--- src/rtl/env_sweep_scheduler.sv ---
// env_sweep_scheduler: per game_tick, sweeps every grid cell issuing 9 toroidal neighbourhood lookups then one write strobe
module env_sweep_scheduler #(
  parameter int X_bits = 8,
  parameter int Y_bits = 7,
  parameter int X_MAX = 159,
  parameter int Y_MAX = 119
) (
  input  logic              newLocClock,
  input  logic              RESET_SIM,
  input  logic              RUN,
  input  logic              PAUSE,
  input  logic              game_tick,
  output logic [X_bits-1:0] view_x,
  output logic [Y_bits-1:0] view_y,
  output logic              nbr_valid,
  output logic [3:0]        nbr_idx,
  output logic [X_bits-1:0] write_x,
  output logic [Y_bits-1:0] write_y,
  output logic              write_flag,
  output logic              busy,
  output logic              sweep_done,
  output logic              overrun
);
  localparam logic [X_bits-1:0] XM = X_bits'(X_MAX);
  localparam logic [Y_bits-1:0] YM = Y_bits'(Y_MAX);
  typedef enum logic [2:0] {IDLE, READ, WAIT, WRITE, PAUSED, DONE} state_t;
  state_t state, state_n;
  logic [3:0] k, k_n;
  logic [X_bits-1:0] cx, cx_n, xm, xp;
  logic [Y_bits-1:0] cy, cy_n, ym, yp;
  logic start, rd;
  assign start = game_tick & RUN & ~PAUSE;
  assign rd = state == READ;
  assign xm = cx == '0 ? XM : cx - 1'b1;
  assign xp = cx == XM ? '0 : cx + 1'b1;
  assign ym = cy == '0 ? YM : cy - 1'b1;
  assign yp = cy == YM ? '0 : cy + 1'b1;
  assign view_x = rd && k inside {4'd1, 4'd2, 4'd3} ? xp : rd && k inside {4'd5, 4'd6, 4'd7} ? xm : cx;
  assign view_y = rd && k inside {4'd0, 4'd1, 4'd7} ? ym : rd && k inside {4'd3, 4'd4, 4'd5} ? yp : cy;
  assign write_x = cx;
  assign write_y = cy;
  assign write_flag = state == WRITE;
  assign busy = state != IDLE;
  assign sweep_done = state == DONE;
  always_comb begin
    state_n = state;
    k_n = k;
    cx_n = cx;
    cy_n = cy;
    unique case (state)
      IDLE: if (start) begin
        state_n = READ;
        k_n = '0;
        cx_n = '0;
        cy_n = '0;
      end
      READ: begin
        k_n = k == 4'd8 ? '0 : k + 4'd1;
        state_n = k == 4'd8 ? WAIT : READ;
      end
      WAIT: state_n = WRITE;
      WRITE: begin
        k_n = '0;
        cx_n = xp;
        cy_n = cx == XM ? yp : cy;
        state_n = cx == XM && cy == YM ? DONE : PAUSE ? PAUSED : READ;
      end
      PAUSED: state_n = PAUSE ? PAUSED : READ;
      DONE: state_n = start ? READ : IDLE;
      default: state_n = IDLE;
    endcase
    if (!RUN) begin
      state_n = IDLE;
      k_n = '0;
      cx_n = '0;
      cy_n = '0;
    end
  end
  always_ff @(posedge newLocClock) begin
    if (RESET_SIM) begin
      state <= IDLE;
      k <= '0;
      cx <= '0;
      cy <= '0;
      nbr_valid <= 1'b0;
      nbr_idx <= '0;
      overrun <= 1'b0;
    end else begin
      state <= state_n;
      k <= k_n;
      cx <= cx_n;
      cy <= cy_n;
      nbr_valid <= rd & RUN;
      nbr_idx <= rd && RUN ? k : '0;
      overrun <= overrun | (game_tick & busy & ~sweep_done);
    end
  end
endmodule
--- config.mk ---
export PLATFORM = sky130hd
export DESIGN_NAME = env_sweep_scheduler
export DESIGN_NICKNAME = d
export VERILOG_FILES = /design/src/rtl/env_sweep_scheduler.sv
export SDC_FILE = /design/constraint.sdc
export NUM_CORES = 1
export LEC_CHECK = 0
export BUFFER_PORTS_ARGS = -buffer_cell sky130_fd_sc_hd__buf_2
export CORE_MARGIN = 1.5
export CORE_UTILIZATION = 40
export DETAILED_ROUTE_END_ITERATION = 6
export HOLD_SLACK_MARGIN = 0.12
export PLACE_DENSITY = 0.7
export SETUP_SLACK_MARGIN = 0.2
export SYNTH_ARGS = -nofsm -noshare
export SYNTH_HDL_FRONTEND = slang
export SYNTH_SLANG_ARGS = --single-unit
--- constraint.sdc ---
create_clock -name newLocClock -period 3.9 [get_ports newLocClock]
set_input_delay 0.585 -clock newLocClock [delete_from_list [all_inputs] [get_ports newLocClock]]
set_output_delay 0.585 -clock newLocClock [all_outputs]
set_load 0.02 [all_outputs]
==> impl_results.md, run 1 <==
- CTS Hold Buffers Added: 0
- Synth area leader: dfxtp_1
- H-tree levels: 1
- Critical Setup Path Class: register to primary output
- Synth Net Count: roughly 310
- Clock power share: 37.2%
- Clock skew: 0.00865 ns
- CP arrival: 2.65 ns
- # IOs: 44
- RSZ-0062 raised after global routing: no
- Synth Area in Adders: 5.18%
- # setup viols final: 0
- Share of the synthesized area in the top cell type: between 20% and 30%
- Worst-Margin Slew: 0.904 ns
- Hpwl dp: 4350 um
- Reg2Reg Launch Point: write_x[1]
- Cells on worst reg2reg path: 6
- Post-Syn Area per Cell: 7.31 sq um
- # fillers: about 550
- Switching share of power: 23.1%
- Storage element area: 561 sq um
- GRT overflow: 0
- Met3 WL post-DR: 326 um
- Power share of the combinational group: 5.7%
- Peak Freq: 309 MHz
- PD cells: roughly 210 nW/um^2
- Max Used Layer: met4
- DRT Pass-1 Iters: 5
- Pint: 0.386 mW
- CP required: ~3.3 ns
- MaxCap Viol Count: 0
- Full die area: 5880 sq um
- Total Power: 0.503 mW
- Commonest non-fill, non-tap cell in the layout: buf_2
- Initial antenna violation count: 0
- Distinct cells, synth: 57
- R2r setup slk: around 1.5 ns
- EDFF count, synth: 0
- Placed inst area: 2390 sq um
- Post-Synth XOR/XNOR Area: under 10%
- First-pass GRT wire length: between 10000 and 15000 um
- Leak: 1.03 nW
- PostCTS Resize Cnt: 0
- Mux cell area share after synthesis: 1.38%
- Fin area: between 2000 and 2500 sq um
- Placer Congestion: 0.931
- Layout area overhead: 12.6%
- Initial detailed-routing violation count: 146
- Setup bufs post-CTS: 0
- Clk_lat worst skew: 0.28 ns
- CTS buffer count: 3
- Synthesized cell area: approximately 2200 sq um
- Multi-input logic area: 1490 sq um
- Largest family of logic cells by synthesized area: simple AND/OR/NAND/NOR gates
- HP Class: register to register
- R2R Path End: write_y[3]
- Row Count: 26
- Startpoint Class: register
- Antenna diode count: 0
- Hold Startpoint: overrun
- Final Worst Setup Slack: 0.669 ns
- Endpoint, Worst Hold: overrun
- Final Slew Violations: 0
- Post-synthesis compound-gate area fraction: 26.8%
- Clk sinks: 28
- Crit. End Element: primary output
- Yosys warns: 0
- M1 wire length: approximately 2800 um
- Period utilisation layout: between 80% and 90%
- Max-slew headroom: 39.7%
- Crit path time final: 3.23 ns
- Worst Hold Depth: 2
- Via count: around 2300
- GRT Overall Usage: between 20% and 30%
- Routed length per instance: 15.0 um
- Maximum fanout along the worst path: 10
- Largest net degree at the start of global routing: 25
- Simple-gate share of the synthesized area: 33.6%
- Clock slew at reported path FFs: 0.10 ns
- Port Buffers: 43
- CTS tree: done
- Top cells by area, synth: dfxtp_1, a21oi_1, nor2_1
- Yosys reg bits: 28
- Pre-CTS setup slack: 1.00 ns
- DRC: 0
- Synth async-reset ratio: 0%
- Top_reg_cell synth: dfxtp_1
- Core area: 5170 sq um
- Routed wire length: 5930 um
- Sequential area share after synthesis: 25.8%
- Outcome: complete, no violations
- Synthesized instance count: ~300
- CTS Buffer Depth: 2
- Seq pwr share: ~57%
- Fin. Hold Viols: 0
- Setup_tns: 0 ns
- DR WL met2: 2690 um
- Post-route ant nets: 0
- Root buffer cell: clkbuf_8
- Vias in the first global route: ~2000
- Worst VDD drop: 129 uV
- Vias per std cell: 5.81
- Most frequent cells in the layout: buf_2, nor2_1, a21oi_1, dfxtp_1, o21ai_0
- Final design utilization: 47.3%
- Die H: between 70 and 80 um
- Initial Utilization: 42.0%
- Switching power of the nets: 0.116 mW
- Die Width: ~77 um
- Layout cell share with drive strength beyond 1: 17.8%
- Fin nets: 340
[critical path: stages (launching register included)]
cell and delay (ns):
dfxtp_1 0.50, ha_1 0.28, nand4_1 0.16, nor3b_1 0.74
o21ai_0 0.21, o21ai_0 0.21, a2bb2oi_1 0.08, buf_2 0.16
[worst max-delay path by stage]
stage / slack (ns) / endpoint / cells after the start / start
after CTS: 0.69 / view_y[2] / 6 / state[0]
final: 0.67 / view_y[5] / 7 / write_y[0]
after global placement: 1.04 / view_x[3] / 6 / state[0]
after global routing: 0.35 / view_y[5] / 7 / write_y[0]
after detailed placement: 1.00 / view_y[2] / 6 / state[0]
after floorplan: 0.96 / view_x[3] / 7 / write_x[0]
[cells by family (layout without fill, tap and decap cells)]
logic type      Yosys count  in the layout
fa+ha+maj                 9              9
mux                       3              3
buf+inv                  29             57
flops                    28             28
xor+xnor                  4              4
simple gates            135            135
compound gates           89             89
[metal layers]
metal,up-vias,track usage [%]
met3,11,2.74
met4,0,5.93
li1,1151,-
met1,1052,29.5
met2,82,32.0
met5,-,0
[cells in the mapped netlist (all sizes together) (4+ instances only)]
library cell / count
nand2: 15
o21ai: 18
or3b: 4
or3: 6
nand3b: 5
ha: 9
nor4: 4
nor2: 35
and3: 6
inv: 9
nand2b: 6
nor3b: 5
nor2b: 8
nor3: 17
a21oi: 33
buf: 7
and2: 6
clkbuf: 12
nand3: 10
dfxtp: 28
[through the flow]
step | std cells | hold slack (ns)
floorplan | 297 | 0.512
global placement | 391 | 0.456
detailed placement | 391 | 0.457
CTS | 395 | 0.470
global route | 395 | 0.480
finish | 395 | 0.475
[power by group through the flow]
stage	registers (mW)	clock network, mW	logic, mW
finish	0.287	0.187	0.0288
global route	0.287	0.202	0.0317
CTS	0.287	0.193	0.0288
detailed placement	0.294	0	0.0287
global placement	0.294	0	0.0288
floorplan	0.294	0	0.0194
[state kept, by name (all words and copies together), names as in the netlist]
signal and flops:
overrun 1, write_x 8, nbr_valid 1, nbr_idx 4, k 4, state 3, write_y 7
[layout make-up]
| cell class | instances | share of cell area [%] |
|---|---|---|
| inverter | 10 | 1.54 |
| multi-input combinational | 240 | 60.9 |
| tap | 70 | 3.58 |
| timing repair buffer | 43 | 8.80 |
| clock buffer | 4 | 2.25 |
| sequential | 28 | 22.9 |
No activity file was read; power rests on OpenSTA's default activity.
==> inputs of run 2 (changes only) <==
--- a/config.mk
+++ b/config.mk
@@ -10,7 +10,7 @@
 export CORE_UTILIZATION = 40
 export DETAILED_ROUTE_END_ITERATION = 6
 export HOLD_SLACK_MARGIN = 0.12
-export PLACE_DENSITY = 0.7
+export PLACE_DENSITY = 0.73
 export SETUP_SLACK_MARGIN = 0.2
 export SYNTH_ARGS = -nofsm -noshare
 export SYNTH_HDL_FRONTEND = slang
==> constraint.sdc (replaced) <==
create_clock -name newLocClock -period 2.9 [get_ports newLocClock]
set_input_delay 0.435 -clock newLocClock [delete_from_list [all_inputs] [get_ports newLocClock]]
set_output_delay 0.435 -clock newLocClock [all_outputs]
set_load 0.02 [all_outputs]
==> impl_results.md, run 2 (same netlist as run 1, synthesis figures left out) <==
- Outcome: complete, no violations
- Critical path cell sequence: inv_4 > ha_4 > or3b_4 > o41a_1 > a21boi_2 > mux2i_1 > o21ai_1 > buf_4
- Worst VDD drop: 166 uV (+28%)
- Antenna diode count: 0 (unchanged)
- Initial Utilization: 42.0% (unchanged)
- Worst Hold Depth: 2 (unchanged)
- HP Class: input port to register
- Setup_tns: 0 ns (unchanged)
- # setup viols final: 0 (unchanged)
- Met3 Use GR: 2.74% (unchanged)
- GRT Overall Usage: 21.2% (+0.67 points)
- CP arrival: 2.27 ns (-0.38 ns)
- R2r setup slk: 0.82 ns (-0.64 ns)
- Full die area: 5880 sq um (unchanged)
- Port Buffers: 43 (unchanged)
- Most frequent cells in the layout: buf_2, nor2_1, buf_4, a21oi_1, dfxtp_1
- Pre-CTS setup slack: 0.206 ns (-0.795 ns)
- CTS Buffer Depth: 2 (unchanged)
- Endpoint, Worst Hold: overrun
- GR met2 Demand/Resource: 32.3% (+0.27 points)
- DRC: 0 (unchanged)
- Maximum fanout along the worst path: 7 (-3)
- Crit. End Element: primary output
- Post-route ant nets: 0 (unchanged)
- Die H: 76.7 um (unchanged)
- H-tree levels: 1 (unchanged)
- Cells on worst reg2reg path: 5 (-1)
- Fin. Hold Viols: 0 (unchanged)
- Worst-Margin Slew: 0.560 ns (-0.344 ns)
- First-pass GRT wire length: 10500 um (+3.9%)
- Startpoint Class: register
- Busiest grt layer: met2
- Routed wire length: 6620 um (+12%)
- Crit path largest cell delay: 0.46 ns (-0.28 ns)
- Via count: 2536 (+10%)
- DRT Pass-1 Iters: 5 (unchanged)
- Root buffer cell: clkbuf_8
- Max-slew headroom: 62.6% (+23 points)
- Initial detailed-routing violation count: 310 (+110%)
- Clock slew at reported path FFs: 0.10 ns (about the same)
- Final Worst Setup Slack: 0.200 ns (-0.469 ns)
- Placed cells: 406 (+3.8%)
- Routed length per instance: 15.6 um (+4.0%)
- Fin nets: 369 (+8.5%)
- Leak: 1.21 nW (+18%)
- Layout Cells excl Fill: 424 (+7.3%)
- # fillers: 459 (-16%)
- R2R Path End: write_y[3]
- GRT overflow: 0 (unchanged)
- Layout area overhead: 33.1%
- Hpwl dp: 4440 um (+2.1%)
- Vias per std cell: 5.98 (+2.9%)
- CTS Hold Buffers Added: 0 (unchanged)
- Worst path slowest cell: o41a_1
- RSZ-0062 raised after global routing: yes
- MaxCap Viol Count: 0 (unchanged)
- Die Width: 76.7 um (unchanged)
- Row Count: 26 (unchanged)
- Crit path time final: 2.70 ns
- Initial antenna violation count: 0 (unchanged)
- Commonest non-fill, non-tap cell in the layout: buf_2
- CP required: 2.47 ns (-0.84 ns)
- CTS buffer count: 3 (unchanged)
- Hold Startpoint: RESET_SIM
- Placer Congestion: 0.966 (+3.7%)
- Vias in the first global route: 2185 (+7.3%)
- Layout cell share with drive strength beyond 1: 35.6% (+18 points)
- PD cells: 234 nW/um^2 (+14%)
- Core area: 5170 sq um (unchanged)
- Peak Freq: 370 MHz
- Final Slew Violations: 0 (unchanged)
- Largest net degree at the start of global routing: 20 (-20%)
- Clk_lat worst skew: 0.27 ns (about the same)
- Final design utilization: 55.9% (+8.6 points)
- Reg2Reg Launch Point: write_x[1]
- CTS tree: done
- Clock skew: 0.00393 ns (-0.00472 ns)
- Max FFs per register: 8 (unchanged)
- Met1 Usage GRT: 31.4% (+1.9 points)
- Critical Setup Path Class: register to primary output
- Period utilisation layout: 93.1%
- Clk sinks: 28 (unchanged)
- # IOs: 44 (unchanged)
-- run 2: layer usage --
metal	wire (um)	vias up
li1	-	1213
met1	3050	1203
met2	3060	103
met3	366	17
met4	139	0
met5	0	-
-- run 2: critical path: cells and delay by family, from the launching register on --
family,cells,cell delay (ns)
adder cells (fa/ha/maj),1,0.11
flip-flops,1,0.38
AND/OR/NAND/NOR,1,0.39
buffers and inverters,2,0.23
multiplexers,1,0.08
AO/OA/AOI/OAI,3,0.80
-- run 2: worst max-delay path by stage --
stage | from | end
after floorplan | write_x[0] | view_x[2]
after global placement | write_x[0] | view_x[5]
after detailed placement | write_x[0] | view_x[5]
after CTS | k[0] | view_y[2]
after global routing | write_x[1] | view_x[3]
final | write_x[1] | view_x[3]
-- run 2: repair_timing --
item / 4_1_cts / 5_1_grt
gates resized for setup: 14 / 54
buffers inserted: 4 / 10
endpoints found under the setup margin: 10 / 12
pin swaps: 3 / 17
-- run 2: area by class of cell --
cell class	count	area, sq um	share of cell area [%]
flip-flops and latches	28	579	20.0
multi-input cells	240	1680	58.0
clock buffers	4	55.1	1.90
well taps	70	87.6	3.03
repair buffers	72	448	15.5
inverters	10	45.0	1.56
-- run 2: metrics by stage --
step	cell area (sq um)	total power, mW	hold WS (ns)
after global placement	2500	0.435	0.454
after CTS	2640	0.681	0.324
after global routing	2890	0.705	0.317
after floorplan	2170	0.421	0.507
final	2890	0.678	0.330
after detailed placement	2500	0.435	0.462
-- run 2: report_power, final --
part	internal [mW]	total, mW	switching [mW]
registers	0.382	0.383	0.000775
logic	0.0188	0.0478	0.0290
clock network	0.122	0.247	0.125
